## src/rtl/reg_scoreboard.sv

```systemverilog
// Register scoreboard: per-register pending-write counters that gate instruction
// issue on RAW hazards and on counter saturation, with same-cycle writeback bypass.
module reg_scoreboard #(
  parameter int NREGS = 32,
  parameter int CNTW  = 2
) (
  input  logic        clk,
  input  logic        rst_n,
  input  logic        issue_valid,
  input  logic [4:0]  issue_rs1,
  input  logic [4:0]  issue_rs2,
  input  logic        issue_uses_rs1,
  input  logic        issue_uses_rs2,
  input  logic        issue_RegWrite,
  input  logic [4:0]  issue_rd,
  input  logic        wb_valid,
  input  logic [4:0]  wb_rd,
  input  logic        flush,
  output logic        issue_ready,
  output logic [31:0] busy_mask,
  output logic [6:0]  outstanding,
  output logic        err_underflow
);

  localparam logic [CNTW-1:0] CNT_MAX = '1;
  localparam logic [CNTW-1:0] CNT_ONE = CNTW'(1);

  logic [CNTW-1:0] w_cnt      [32];
  logic [CNTW-1:0] w_cnt_next [32];
  logic            w_haz1;
  logic            w_haz2;
  logic            w_sat;
  logic            w_inc;
  logic            w_wb;
  logic            w_same_rd;
  logic            w_underflow;
  logic [6:0]      w_sum;
  logic [6:0]      r_outstanding;
  logic            r_err;

  // A pending write that retires this cycle is forwarded by the register file,
  // so a single outstanding write on the source is not a hazard.
  assign w_haz1 = issue_uses_rs1 && (issue_rs1 != 5'd0) && (w_cnt[issue_rs1] != '0) &&
                  !(wb_valid && (wb_rd == issue_rs1) && (w_cnt[issue_rs1] == CNT_ONE));
  assign w_haz2 = issue_uses_rs2 && (issue_rs2 != 5'd0) && (w_cnt[issue_rs2] != '0) &&
                  !(wb_valid && (wb_rd == issue_rs2) && (w_cnt[issue_rs2] == CNT_ONE));
  assign w_sat  = issue_RegWrite && (issue_rd != 5'd0) && (w_cnt[issue_rd] == CNT_MAX) &&
                  !(wb_valid && (wb_rd == issue_rd));

  assign issue_ready = !flush && !w_haz1 && !w_haz2 && !w_sat;

  assign w_inc       = issue_valid && issue_ready && issue_RegWrite && (issue_rd != 5'd0);
  assign w_wb        = wb_valid && (wb_rd != 5'd0);
  assign w_same_rd   = w_inc && w_wb && (issue_rd == wb_rd);
  assign w_underflow = w_wb && (w_cnt[wb_rd] == '0) && !flush;

  always_comb begin
    for (int i = 0; i < 32; i++) begin
      w_cnt_next[i] = w_cnt[i];
      if (flush) begin
        w_cnt_next[i] = '0;
      end else if ((i > 0) && (i < NREGS) && !w_same_rd) begin
        if (w_inc && (issue_rd == 5'(i))) begin
          w_cnt_next[i] = w_cnt[i] + CNT_ONE;
        end else if (w_wb && (wb_rd == 5'(i)) && (w_cnt[i] != '0)) begin
          w_cnt_next[i] = w_cnt[i] - CNT_ONE;
        end
      end
    end
  end

  always_comb begin
    w_sum = 7'd0;
    for (int i = 0; i < 32; i++) begin
      w_sum = w_sum + 7'(w_cnt_next[i]);
    end
  end

  genvar gi;
  for (gi = 0; gi < 32; gi++) begin : g_reg
    if ((gi > 0) && (gi < NREGS)) begin : g_cnt
      logic [CNTW-1:0] r_cnt;
      always_ff @(posedge clk or negedge rst_n) begin
        if (!rst_n) begin
          r_cnt <= '0;
        end else begin
          r_cnt <= w_cnt_next[gi];
        end
      end
      assign w_cnt[gi] = r_cnt;
    end else begin : g_zero
      assign w_cnt[gi] = '0;
    end
    assign busy_mask[gi] = (w_cnt[gi] != '0);
  end

  always_ff @(posedge clk or negedge rst_n) begin
    if (!rst_n) begin
      r_outstanding <= 7'd0;
      r_err         <= 1'b0;
    end else begin
      r_outstanding <= w_sum;
      r_err         <= r_err | w_underflow;
    end
  end

  assign outstanding   = r_outstanding;
  assign err_underflow = r_err;

endmodule

```

## config.mk

```make
export PLATFORM = sky130hd
export DESIGN_NAME = reg_scoreboard
export DESIGN_NICKNAME = d
export VERILOG_FILES = /design/src/rtl/reg_scoreboard.sv
export SDC_FILE = /design/constraint.sdc
export NUM_CORES = 1
export LEC_CHECK = 0
export BUFFER_PORTS_ARGS = -buffer_cell sky130_fd_sc_hd__clkbuf_2
export CORE_MARGIN = 5
export CORE_UTILIZATION = 45
export CTS_BUF_LIST = sky130_fd_sc_hd__clkbuf_16
export DETAILED_ROUTE_END_ITERATION = 8
export PLACE_DENSITY_LB_ADDON = 0.3
export SKIP_LAST_GASP = 1
export SYNTH_ARGS = -nofsm -noshare
export SYNTH_HDL_FRONTEND = slang
export SYNTH_SLANG_ARGS = --single-unit
```

## constraint.sdc

```tcl
create_clock -name clk -period 11.9 [get_ports clk]
set_clock_uncertainty 0.1 [all_clocks]
set_input_delay 0.595 -clock clk [delete_from_list [all_inputs] [get_ports clk]]
set_output_delay 0.595 -clock clk [all_outputs]
set_load 0.1 [all_outputs]
```

==> results, run 1 <==
- The flow ran to the end, and the final reports show no timing, DRC or antenna violations.
- For this run, the number of Yosys warnings is 0.
- The global-route track usage on met3 is 7.08%.
- After detailed routing, the number of vias per cell comes to 6.49.
- After synthesis, the share of flip-flops with an asynchronous set or reset is between 90% and 100%.
- The total count of max-transition violations in the final report was 0.
- The first global-routing pass estimated 53,300 microns of wire.
- In this run the biggest area consumer among cell types represents about 18% of the synthesized area.
- The worst register-to-register path has a setup slack of 2.88 ns.
- Across the run, the number of max-cap violations was 0.
- The width of the chip is around 160 microns.
- The completed layout was analyzed and its total power is between 700 and 800 uW.
- The count of hold-fix buffers inserted at cts is 0.
- In the final design database the tool counted ~1,300 nets.
- The family with the most delay on the worst path is adder cells.
- Setup total negative slack on the finished layout was measured at 0 ns.
- The distinct cell type count after synthesis is between 70 and 80.
- In the final layout, the share of cells above drive strength 1 is 15.8%.
- The global-route total usage across every layer is between 20% and 30%.
- The fraction of power spent switching nets is 29.7%.
- The hold violation total from the final report is 0.
- Synthesis inferred 70 register bits.
- The clock tree from TritonCTS is built.
- The cell at the slowest stage of the critical path is and2_2.
- In this run the power spent charging and discharging nets is around 210 uW.
- The path type of the worst setup path is input port to flop.
- The die covers around 25,000 sq um.
- The effective utilization at floorplan is between 40% and 50%.
- In this run the power density over the cells is roughly 68 nW/um^2.
- Global routing consumed, on the met2 layer, between 40% and 50% of the routing resources.
- Counting I/O delays and the setup requirement, the final critical path takes around 9.4 ns.
- The cell area that synthesis handed to floorplanning was 9710 sq um.
- After the first detailed-routing iteration, the DRC count stood at between 1,000 and 1,500.
- The leading cell type in the layout, fill and taps excluded is inv_1.
- The number of setup violations in the final report is 0.
- The type of element launching the critical path is an input port.
- At the end of the flow the core is filled with cells to 49.4%.
- The number of port buffers is 67.
- The maximum level of the CTS H-tree is 3.
- The maximum vdd drop is approximately 0.000067 V.
- Timing would allow up to 0.106 GHz.
- The data required time at the worst endpoint is roughly 12 ns.
- The path category of the worst min-delay check is input port to async pin.
- The capturing element type of the critical path is a flop.
- Counting stages on the worst path, the most repeated cell is fa_1.
- The cell total after placement is between 1,000 and 1,500.
- The count of antenna-violating nets left after detailed routing is 0.
- The area of the core is approximately 21,000 sq um.
- Counting flops with a built-in enable in the synthesized netlist gives 0.
- For the worst setup path, the data arrival time is between 9 and 10 ns.
- The maximum number of pins on one net before global-route repair is 84.
- The largest fanout of any net on the critical path is 33.
- The row count is 53.
- The root buffer cell is clkbuf_16.
- Setup repair after global routing left no endpoint under its margin.
- Combinational logic burns approximately 17% of the power.
- The post-synthesis to final-layout area growth is 7.62%.
- The sequential area share after synthesis is a little under a fifth.
- The number of antenna violations at the first check in global routing is 0.
- The leakage power summed over all cells is between 4 and 5 nW.
- In this design, the stage delay of the slowest critical-path cell is ~0.66 ns.
- The routed layout has a little over 9,000 vias.
- The total congestion overflow is 0.
- The post-CTS resize count is 0.
- By area the synthesized netlist is led by dfrtp_1 18%, fa_1 12%, mux4_2 6.7%, inv_1 6.5%, mux2i_1 5.7%.
- Counting along the longest clock path gives a buffer depth of 2.
- The number of diodes is 0.
- After clock tree synthesis, the setup repair step added 0 buffers.
- The total iterations of the first detailed-routing run is 7.
- The main flop type after synthesis is dfrtp_1.
- On the final layout, the worst hold slack is about 0.045 ns.
- The most used routing layer in global routing is met2.
- The routability congestion estimate from global placement is ~0.95.
- The die is 157 microns tall.
- After clock tree synthesis, the clock-pin slew on the worst setup and hold paths is roughly 0.07 ns.
- Clock tree synthesis inserted a total of 9 buffers.
- The detailed-route DRC error count is 0.
- The top cell types in the final layout, fill and taps aside, are 167 x inv_1, 102 x nor2_1, 70 x dfrtp_1.
- The placed wire-length estimate is 26,300 microns.
- The number of global-route vias before repair is ~9,000.
- Clock latency on the worst-skew pair, taken at its later pin, is about 0.36 ns.
- The fraction of power consumed by the clock network is about 50%.
- The finished layout holds between 1,000 and 1,500 standard cells, fillers aside.
- The cell count after synthesis came out at about 1,100.
- The number of nets in the synthesized netlist is roughly 1,300.
- The tightest slew margin relative to the limit is about a third.
- The design internal power is 496 uW.
- The worst path uses 79.2% of the clock period.
- The sequential share of power is between 30% and 40%.
- Dividing the synthesized area by the synthesized cell count gives approximately 8.5 sq um.
- The average detailed-routed wire length per instance is 24.0 microns.
- The transition time at the pin with the least slew margin is between 0.9 and 1 ns.
- between 60 and 70 I/O pins were placed.
- Summed over all instances, the cell type with the most area after synthesis is dfrtp_1.
- The clock sink count is 70.
- The total wire length is ~34,000 microns.
- The worst path buffer plus inverter count is 10.
- For this run, global-route usage on met1 was measured as approximately 40%.
worst paths after layout:
check                                                end  cells past startpoint                startpoint
worst max register to register            outstanding[5]                     30  g_reg[29].g_cnt.r_cnt[1]
worst min-delay path             g_reg[3].g_cnt.r_cnt[0]                      1                     rst_n
max in group asynchronous       g_reg[27].g_cnt.r_cnt[0]                      2                     rst_n
worst max-delay path                      outstanding[5]                     31               issue_rd[1]
worst min register to register             err_underflow                      2             err_underflow
min in group clk                           err_underflow                      2             err_underflow
cells by family (layout without fill, tap and decap cells):
family	count (synthesis)	count (layout)	synth area share [%]
and+or+nand+nor	348	348	18.1
xor gates and xnor gates	19	19	1.71
muxes	121	121	16.7
other	1	1	0.0386
DFF	70	70	18.0
AOI/OAI and AO/OA	239	239	18.0
adders and majority gates	98	98	17.0
buffers and inverters	248	263	10.4
through the flow:
step / setup WS (ns) / cell area (sq um)
2_1_floorplan: 3.13 / 9710
5_1_grt: 2.04 / 10400
3_3_place_gp: 2.25 / 10100
4_1_cts: 2.56 / 10400
6_report: 2.47 / 10400
3_5_place_dp: 2.23 / 10100
cells in the mapped netlist (11+ instances only):
cell type  number
a21oi_1        38
a31o_2         14
a31oi_1        43
buf_2          21
buf_4          11
clkbuf_1       33
dfrtp_1        70
fa_1           57
ha_1           41
inv_1         167
mux2_2         31
mux2i_1        55
mux4_2         29
nand2_1        69
nand2b_1       13
nand3_1        24
nor2_1        102
nor2b_1        12
nor3_1         32
o21ai_0        16
o22ai_1        11
o31a_1         15
or3_1          44
xor2_1         13
metal layers:
layer | share of wire [%] | vias to the layer above
li1 | - | 4079
met1 | 41 | 4475
met2 | 43 | 647
met3 | 12 | 105
met4 | 3.6 | 0
met5 | 0 | -
registers in the layout (all words and copies together) (netlist names):
signal	count
g.g_cnt.r_cnt	62
outstanding	7
err_underflow	1
worst reg2reg max path: cells and delay by family, from the launching register on:
kind                     cells  cell delay [ns]
buffers and inverters       10             1.34
AND/OR/NAND/NOR              2             0.92
XOR/XNOR                     1             0.13
AO/OA/AOI/OAI                6             1.09
adder cells (fa/ha/maj)      9             3.98
flip-flops                   1             0.49
multiplexers                 2             0.88
cell type report:
type,count,area [sq um]
sequential,70,1750
multi-input combinational,826,6940
tap,275,344
timing repair buffer,75,400
inverter,172,646
fill,1988,10700
clock buffer,9,225
clock inverter,7,136
power groups by stage:
stage          Sequential, mW  Clock, mW  Combinational, mW
2_1_floorplan           0.248          0             0.0786
3_3_place_gp            0.244          0              0.116
3_5_place_dp            0.244          0              0.117
4_1_cts                 0.240      0.346              0.117
5_1_grt                 0.240      0.358              0.127
6_report                0.240      0.346              0.120
Power figures use the tool's default switching activity.
==> inputs of run 2 (changes only) <==
clock period = 8.4 ns   (was 11.9 ns; I/O delays follow)
==> run 2 against run 1 <==
Net effect: register-to-register slack worse by 2.6 ns; power is 36% higher; sequential power is 42% higher; critical path type is now flop to flop; largest cell class unchanged; largest power group unchanged.
==> results, run 2 (synthesis results as in run 1) <==
- The flow ran to the end, and the final reports show no timing, DRC or antenna violations.
- In this run, the number of DRC markers left after iteration 0 of detailed routing was 1,222.
- The critical path's largest stage delay is roughly 0.55 ns.
- Of all nets on the critical path, the largest fanout is 7.
- The source of the worst register-to-register timing path is g_reg[7].g_cnt.r_cnt[1].
- After detailed routing, the number of vias per cell comes to roughly 6.3.
- Measured against its own limit, the worst slew margin works out to between 30% and 40%.
- The worst-case register-to-register setup slack is ~0.33 ns.
- On the critical path, the stage with the largest delay is an instance of fa_1.
- In this run the number of cells on the critical path is 29.
- The hold violation total from the final report is 0.
- Setup repair after global routing left no endpoint under its margin.
- The die footprint is between 20,000 and 25,000 sq um.
- The number of antenna violations at the first check in global routing is 1.
- The worst setup path startpoint is g_reg[7].g_cnt.r_cnt[1].
- The placed wire-length estimate is 27,600 microns.
- The path category of the worst min-delay check is input port to async pin.
- The total count of max-transition violations in the final report is 0.
- The number of ports placed on the die boundary is 69.
- Dividing total power by cell area gives a power density of between 80 and 90 nW/um^2.
- The worst-case IR drop observed on VDD is 0.0000929 V.
- The cell sitting at the root of the clock tree is a clkbuf_16.
- The library cells used most frequently in the layout, excluding fill and tap cells, are 167 x inv_1, 102 x nor2_1, 69 x nand2_1.
- The clock sink count is 70.
- In the final routed layout, each cell accounts on average for around 23 microns.
- For the pin with the worst max-slew slack, the measured transition is approximately 1.0 ns.
- The CTS buffer count is 9.
- The total iterations of the first detailed-routing run is 6.
- In this run the worst setup path terminates at outstanding[5].
- The total congestion overflow is 0.
- In this run the static leakage power is approximately 4.8 nW.
- The worst setup path is of the flop to flop kind.
- Data on the critical path is required at its endpoint by approximately 8.6 ns.
- The global-route wire length before repair is about 53,000 microns.
- The family with the most delay on the worst path is adder cells.
- At the end of the flow the core is filled with cells to roughly 52%.
- In this run the critical register-to-register path is captured at outstanding[5].
- g.g_cnt.r_cnt holds more flip-flops than any other register.
- The routability congestion estimate from global placement is about 0.97.
- The share of post-route cells with drive strength above 1 is 21.5%.
- For the worst setup path, the data arrival time is between 8 and 9 ns.
- In this run the remaining antenna-violating nets after routing total 0.
- The number of setup violations in the final report is 0.
- The detailed-route DRC error count is 0.
- The time the final worst path needs with I/O delays and setup is roughly 8.1 ns.
- For this configuration, the core starts out at a cell density of 45.9%.
- In this run the vertical extent of the chip is 157 microns.
- The number of buffers on the longest clock path is 2.
- The period utilization is between 90 and 100%.
- The maximum number of pins on one net before global-route repair is between 80 and 90.
- The capturing element type of the critical path is a flop.
- The post-synthesis to final-layout area growth is 13.3%.
- The core region is 21,200 sq um.
- The tool flagged a number of max-cap violations equal to 0.
- The worst path buffer plus inverter count is 9.
- The number of global-route vias before repair came to roughly 9,000.
- In the final layout, the multi-input gates occupy 7000 sq um.
- The row count is 53.
- The routed layout has ~9,400 vias.
- The highest clock rate is 0.124 GHz.
- The depth of the worst register-to-register path is 29.
- The register with the most flip-flops in the layout has 62 of them.
- Counting the fill cells in the layout gives about 2,000.
- Clock-pin slew was measured on the worst setup and hold paths at around 0.07 ns.
- In the global route stage, overall resource usage came out at about 28%.
- The width of the chip is about 160 microns.
- Buffers placed on the I/O ports in this run total 67.
- The H-tree was split into 3 levels.
- The net total in the final layout is about 1,300.
- Leaving out fill and tap cells, the most frequent cell in the layout is inv_1.
- The type of element launching the critical path is a flop.
- The clock tree from TritonCTS is built.
- For this block, the routed nets add up to between 30,000 and 40,000 microns of wire.
- Summing all flip-flop and latch instances after layout gives ~1800 sq um.
- At the later pin of the worst-skew pair, clock insertion delay measures between 0.3 and 0.4 ns.
- In the final timing run, aggregate negative setup slack is 0 ns.
==> run 2: cell count changes in the layout (fill, tap and decap cells not counted), sizes merged <==
cell      previous run  this run
buf                 10        70
bufinv               4         2
clkbuf              74        73
clkinv               3         1
clkinvlp             0         4
diode                0         1
==> run 2: per-stage QoR <==
step | hold slack [ns] | setup WS (ns) | cells | power, mW | cell area, sq um
final | 0.104 | 0.327 | 1494 | 0.962 | 11000
after global routing | 0.202 | 0.00267 | 1493 | 0.987 | 11000
after CTS | 0.175 | 0.190 | 1488 | 0.959 | 10900
after detailed placement | 0.403 | -0.0119 | 1472 | 0.522 | 10500
after global placement | 0.375 | 0.0428 | 1472 | 0.522 | 10500
after floorplan | 0.0244 | 0.297 | 1144 | 0.463 | 9710
==> run 2: worst min path at each step <==
stage / startpoint / endpoint / cells past startpoint
2_1_floorplan: rst_n / err_underflow / 0
4_1_cts: rst_n / g_reg[16].g_cnt.r_cnt[0] / 1
5_1_grt: rst_n / g_reg[1].g_cnt.r_cnt[0] / 1
6_report: rst_n / g_reg[9].g_cnt.r_cnt[1] / 1
3_5_place_dp: err_underflow / err_underflow / 2
3_3_place_gp: err_underflow / err_underflow / 2
==> run 2: report_power, final <==
group          switching [mW]  leakage [nW]  internal (mW)
clock                   0.179         0.144          0.261
combinational           0.126          3.70         0.0571
sequential            0.00130         0.958          0.338
==> run 2: metal layers <==
layer | vias up | GRT usage [%] | share of wire, %
met5 | - | 0 | 0.037
met4 | 2 | 10.0 | 3.6
met2 | 576 | 41.6 | 43
li1 | 4215 | - | -
met1 | 4532 | 40.4 | 41
met3 | 88 | 7.55 | 12
==> run 2: worst register-to-register path, delay by kind of cell, from the launching register on <==
| kind | cells | cell delay, ns |
|---|---|---|
| DFF | 1 | 0.48 |
| xor gates and xnor gates | 1 | 0.13 |
| AOI/OAI and AO/OA | 6 | 1.27 |
| adders and majority gates | 9 | 3.98 |
| and+or+nand+nor | 3 | 0.78 |
| buffers and inverters | 9 | 0.74 |
| muxes | 1 | 0.50 |
==> run 2: repair_timing <==
action                                  CTS  global route
buffers inserted                          0             4
gates resized for setup                   0            25
endpoints found under the setup margin    0             4
hold endpoints to repair                  0             0
hold buffers                              0             0
==> run 2: layout make-up <==
type,instances,area share (%)
flip-flops and latches,70,16.0
clock inverters,7,0.898
clock buffers,9,2.05
well taps,275,3.13
repair buffers,134,8.35
diodes,1,0.0227
inverters,172,5.87
multi-input cells,826,63.7
